`config.mk`:
```
export PLATFORM = sky130hd
export DESIGN_NAME = alu_sequencer
export DESIGN_NICKNAME = d
export VERILOG_FILES = /design/src/rtl/alu_pkg.sv /design/src/rtl/op_timer.sv /design/src/rtl/alu_sequencer.sv
export SDC_FILE = /design/constraint.sdc
export NUM_CORES = 1
export LEC_CHECK = 0
export ABC_AREA = 1
export CORE_AREA = 4 4 178 180
export CTS_CLUSTER_DIAMETER = 120
export DETAILED_ROUTE_END_ITERATION = 12
export DIE_AREA = 0 0 182 184
export PLACE_DENSITY_LB_ADDON = 0.1
export SETUP_SLACK_MARGIN = 0.3
export SLEW_MARGIN = 20
export SYNTH_ARGS = -nofsm -noshare
export SYNTH_HDL_FRONTEND = slang
export SYNTH_SLANG_ARGS = --single-unit
```
`constraint.sdc`:
```
create_clock -name clk -period 2.1 [get_ports clk]
set_input_delay 0.42 -clock clk [delete_from_list [all_inputs] [get_ports clk]]
set_output_delay 0.42 -clock clk [all_outputs]
set_load 0.01 [all_outputs]
```
`src/rtl/alu_pkg.sv`:
```
// alu_pkg: opcode classes, sequencer states and opcode classification helpers
package alu_pkg;
  localparam logic [3:0] OP_MC_FIRST = 4'b0010;
  localparam logic [3:0] OP_MC_LAST = 4'b0111;
  localparam logic [3:0] OP_SHIFT_FIRST = 4'b1100;
  typedef enum logic [1:0] {IDLE, ISSUE, WAIT, DONE} state_t;
  function automatic logic is_multicycle(input logic [3:0] op);
    return op >= OP_MC_FIRST && op <= OP_MC_LAST;
  endfunction
  function automatic logic is_shift(input logic [3:0] op);
    return op >= OP_SHIFT_FIRST;
  endfunction
endpackage

```
`src/rtl/op_timer.sv`:
```
// op_timer: wait-cycle counter that flags expiry on its last permitted cycle
module op_timer #(
  parameter int TIMEOUT_CYCLES = 64
) (
  input  logic clk,
  input  logic rst,
  input  logic clear,
  input  logic enable,
  output logic expired
);
  localparam int W = $clog2(TIMEOUT_CYCLES + 1);
  logic [W-1:0] count;
  always_ff @(posedge clk)
    if (rst || clear) count <= '0;
    else if (enable && !expired) count <= count + 1'b1;
  assign expired = count == W'(TIMEOUT_CYCLES - 1);
endmodule

```
`src/rtl/alu_sequencer.sv`:
```
// alu_sequencer: issues ALU ops, waits on multi-cycle units with timeout, tracks results
module alu_sequencer
  import alu_pkg::*;
#(
  parameter int TIMEOUT_CYCLES = 64
) (
  input  logic        clk,
  input  logic        rst,
  input  logic        req_valid,
  output logic        req_ready,
  input  logic [3:0]  req_op,
  input  logic [63:0] num1,
  input  logic [31:0] num2,
  output logic [63:0] op_a,
  output logic [31:0] op_b,
  output logic [3:0]  op_sel,
  input  logic [63:0] comb_result,
  output logic        unit_start,
  input  logic        unit_done,
  input  logic [63:0] unit_result,
  input  logic        unit_err,
  output logic [63:0] result,
  output logic [63:0] lastresult,
  output logic        res_valid,
  output logic        busy,
  output logic        err,
  output logic        timeout
);
  state_t state;
  logic expired;
  op_timer #(.TIMEOUT_CYCLES(TIMEOUT_CYCLES)) u_timer (
    .clk(clk),
    .rst(rst),
    .clear(state == ISSUE),
    .enable(state == WAIT),
    .expired(expired)
  );
  assign req_ready = state == IDLE;
  assign busy = !req_ready;
  always_ff @(posedge clk) begin
    if (rst) begin
      state <= IDLE;
      op_a <= '0;
      op_b <= '0;
      op_sel <= '0;
      result <= '0;
      lastresult <= '0;
      unit_start <= 1'b0;
      res_valid <= 1'b0;
      err <= 1'b0;
      timeout <= 1'b0;
    end else begin
      unit_start <= 1'b0;
      res_valid <= 1'b0;
      case (state)
        IDLE: if (req_valid) begin
          op_sel <= req_op;
          // shifts operate on the previous result so they can be chained
          op_a <= is_shift(req_op) ? result : num1;
          op_b <= num2;
          err <= 1'b0;
          timeout <= 1'b0;
          unit_start <= is_multicycle(req_op);
          state <= ISSUE;
        end
        ISSUE: if (is_multicycle(op_sel)) state <= WAIT;
        else begin
          result <= comb_result;
          lastresult <= result;
          res_valid <= 1'b1;
          state <= DONE;
        end
        WAIT: if (unit_done) begin
          result <= unit_result;
          lastresult <= result;
          err <= unit_err;
          res_valid <= 1'b1;
          state <= DONE;
        end else if (expired) begin
          timeout <= 1'b1;
          res_valid <= 1'b1;
          state <= DONE;
        end
        default: state <= IDLE;
      endcase
    end
  end
endmodule

```
==> results.toml <==
[routing]
vias_per_cell = 4.91
drt_first_iter_violations = 539
detailroute.via_count = 11200
detail-route-antenna-nets = 0
wl_per_cell_um = 17.4
route.detailed.drc = 0
number_of_detailed_routing_iterations_run_before_antenna_repair = 4
drt_wl_total_um = 39700

[timing]
rsz0062_at_grt = "true"
final.setup_skew_ps = 9.76
final_min_period_over_clock_period = 0.844
maxSlewHeadroom = 0.748
setup_tns_ps = 0
finalHoldViolCount = 0
fin_ws_ps = 329
setup_violations = 0
max_slew.worst_pin.slew_ps = 378
final.min_clock_period_ps = 1770
fmax_mhz = 565
slew_viol_final = 0

[setup_path]
endpoint = "result[47]"
required_ps = 2560
critical_path.endpoint_type = "register"
reg2reg_setup_slack_ps = 330
critical_path_peak_fanout = 49
worstPathArrival_ps = 2230
r2r-start = "state[1]"
crit-reg2reg-capture = "result[47]"
critical_path.startpoint = "state[1]"
reg2regPathDepth = 8
critical_path_class = "register to register"
setup.worst_path.start_class = "register"

[logic_synthesis]
syn_inst = 1458
ys_warnings = 0
synth_fp_nets = 1696
syn-cell-area_um2 = 10800
syn_avg_cell_area_um2 = 7.39
ys_ff_latch = 241
synth_sequential_area_ratio = 0.448
post_synth_num_cell_types = 20

[die]
initial_utilization = 0.357
num_rows = 64
dieHeight_um = 184
ios = 467
fp.dieW_um = 182
placeableCoreArea_um2 = 30200
dieArea_um2 = 33500

[pwr]
switching_share = 0.403
total_leakage_power_nw = 7.81
internal-power_mw = 14.0
finalPower_mw = 23.5
sequentialPowerShare = 0.308
switchingPower_mw = 9.45
ir_drop_worst_case_vdd_v = 0.000824
pwr-share-comb = 0.490
power.density_cell_area_nw_per_um2 = 1410
clkPwrFrac = 0.202

[run_status]
outcome = "finished clean"

[cells_and_area]
regArea_um2 = 4830
multi_input_area_um2 = 4880
num-fill-cells = 2986
design.final.nets = 2101
drive_above_1_share = 0.0494
area_delta_synth_final_pct = 53.9

[cts]
cell_at_the_root_of_the_clock_tree = "clkbuf_16"
cts_htree_levels = 1
tritoncts = "built"
cts_max_path_buffers = 3
cts_sinks = 241
cts-buffers-inserted = 27
skew_pair_late_insertion_delay_ps = 530
clk_pin_slew_ps = 60

[global_routing]
grt.met1_usage = 0.263
grt_pass1_wl_um = 60200
grt_antenna_before_repair = 1
grt_most_used_layer = "met2"
use_met3 = 0.0598
met2_track_demand_over_resource = 0.392
global_router_s_overall_resource_usage = 0.222
grt_overflow = 0
largest_net_degree_at_the_start_of_global_routing = 84
grt_pass1_vias = 10800

[placed_design]
port_buffers = 466
place_worst_setup_slack_ps = 199
hpwlAfterDp_um = 28500
finalWeightedCongestion = 0.817

[run]
cap_violations = 0

[worst_hold_path]
timing.hold.worst.class = "register to register"
[flip-flops by register name, indices dropped and copies added (netlist names)]
| name | count |
|---|---|
| timeout | 1 |
| u_timer.count | 7 |
| op_b | 32 |
| op_a | 64 |
| unit_start | 1 |
| lastresult | 64 |
| err | 1 |
| op_sel | 4 |
| result | 64 |
| state | 2 |
| res_valid | 1 |
[cell families after synthesis]
| family | after synthesis | share of synthesized area |
|---|---|---|
| flip-flops | 241 | 0.448 |
| buffers and inverters | 270 | 0.105 |
| AND/OR/NAND/NOR | 504 | 0.193 |
| multiplexers | 64 | 0.0594 |
| AO/OA/AOI/OAI | 372 | 0.188 |
| adder cells (fa/ha/maj) | 5 | 0.00580 |
| XOR/XNOR | 2 | 0.00163 |
[critical path, cell delays in order (launching register included)]
cell and delay (ps):
dfxtp_4 360, inv_4 70, ha_1 240, nand2_1 160, o21ai_4 100, buf_12 150, bufbuf_16 380, a21oi_1 100
nor2_1 100
[final cells by class]
cell class	instances	share of cell area
Timing Repair Buffer	501	0.298
Tap cell	396	0.0299
Clock inverter	7	0.00528
Clock buffer	42	0.0484
Multi-Input combinational cell	947	0.294
Sequential cell	241	0.291
Inverter	145	0.0335
Antenna cell	1	0.000151
[worst min path at each step]
stage                           startpoint                to  slack, ps  depth (start not counted)
after floorplan           u_timer.count[6]  u_timer.count[6]        430                          2
after global routing                   err               err        490                          2
after CTS                        op_sel[3]         op_sel[3]        460                          2
final                            op_sel[3]         op_sel[3]        460                          2
after global placement    u_timer.count[6]  u_timer.count[6]        450                          2
after detailed placement         op_sel[3]         op_sel[3]        450                          2
[placed cells by master (no fill, tap or decap), types with 3 or more instances in the layout]
master / netlist / routed
a21oi_1: 201 / 201
buf_12: 0 / 21
buf_4: 18 / 12
clkbuf_1: 57 / 8
clkbuf_16: 0 / 27
clkbuf_8: 0 / 7
clkdlybuf4s50_1: 0 / 232
clkinv_2: 0 / 5
dfxtp_1: 241 / 238
dlygate4sd2_1: 0 / 232
ha_1: 5 / 3
inv_1: 143 / 141
mux2i_1: 64 / 64
nand2_1: 153 / 150
nand2_4: 0 / 3
nand3_1: 135 / 135
nand4_1: 4 / 4
nor2_1: 210 / 210
o211ai_1: 64 / 64
o21ai_0: 105 / 105
[Yosys cell counts]
cell type | count | area share
clkbuf_1 | 57 | 0.020
or2_2 | 2 | 0.0012
o21ai_2 | 1 | 0.00081
o21ai_0 | 105 | 0.049
nand3_1 | 135 | 0.063
ha_1 | 5 | 0.0058
xor2_1 | 2 | 0.0016
buf_1 | 11 | 0.0038
nor2_1 | 210 | 0.073
buf_4 | 18 | 0.013
inv_2 | 2 | 0.00070
nand2_1 | 153 | 0.053
buf_2 | 39 | 0.018
mux2i_1 | 64 | 0.059
a21oi_1 | 201 | 0.093
a31oi_1 | 1 | 0.00058
inv_1 | 143 | 0.050
dfxtp_1 | 241 | 0.45
o211ai_1 | 64 | 0.045
nand4_1 | 4 | 0.0023
[repair_timing]
action                     CTS  global route
setup buffers                2             0
cloned                       1             0
resized for setup          247             3
setup endpoints to repair  331            98
hold buffers                 0             0
pin swaps                    2             1
[layer usage]
| layer | vias to the layer above | share of wire |
|---|---|---|
| met2 | 355 | 0.49 |
| met1 | 5141 | 0.40 |
| met4 | 0 | 0.029 |
| met3 | 65 | 0.077 |
| met5 | - | 0 |
| li1 | 5629 | - |
[metrics by stage]
stage / util / hold slack (ps) / area (µm²) / std cells
after global placement: 0.527 / 450 / 15900 / 2227
after detailed placement: 0.527 / 455 / 15900 / 2227
after floorplan: - / 433 / 10800 / 1458
after CTS: 0.549 / 462 / 16600 / 2279
final: 0.549 / 459 / 16600 / 2280
after global routing: 0.549 / 494 / 16600 / 2280
[power by group through the flow]
stage	Clock (mW)	Sequential, mW	Combinational, mW
floorplan	0	7.95	6.15
global placement	0	7.30	12.2
detailed placement	0	7.34	12.4
CTS	4.88	7.23	11.6
global route	5.06	7.43	12.8
finish	4.74	7.22	11.5
No activity file was read; power rests on OpenSTA's default activity.
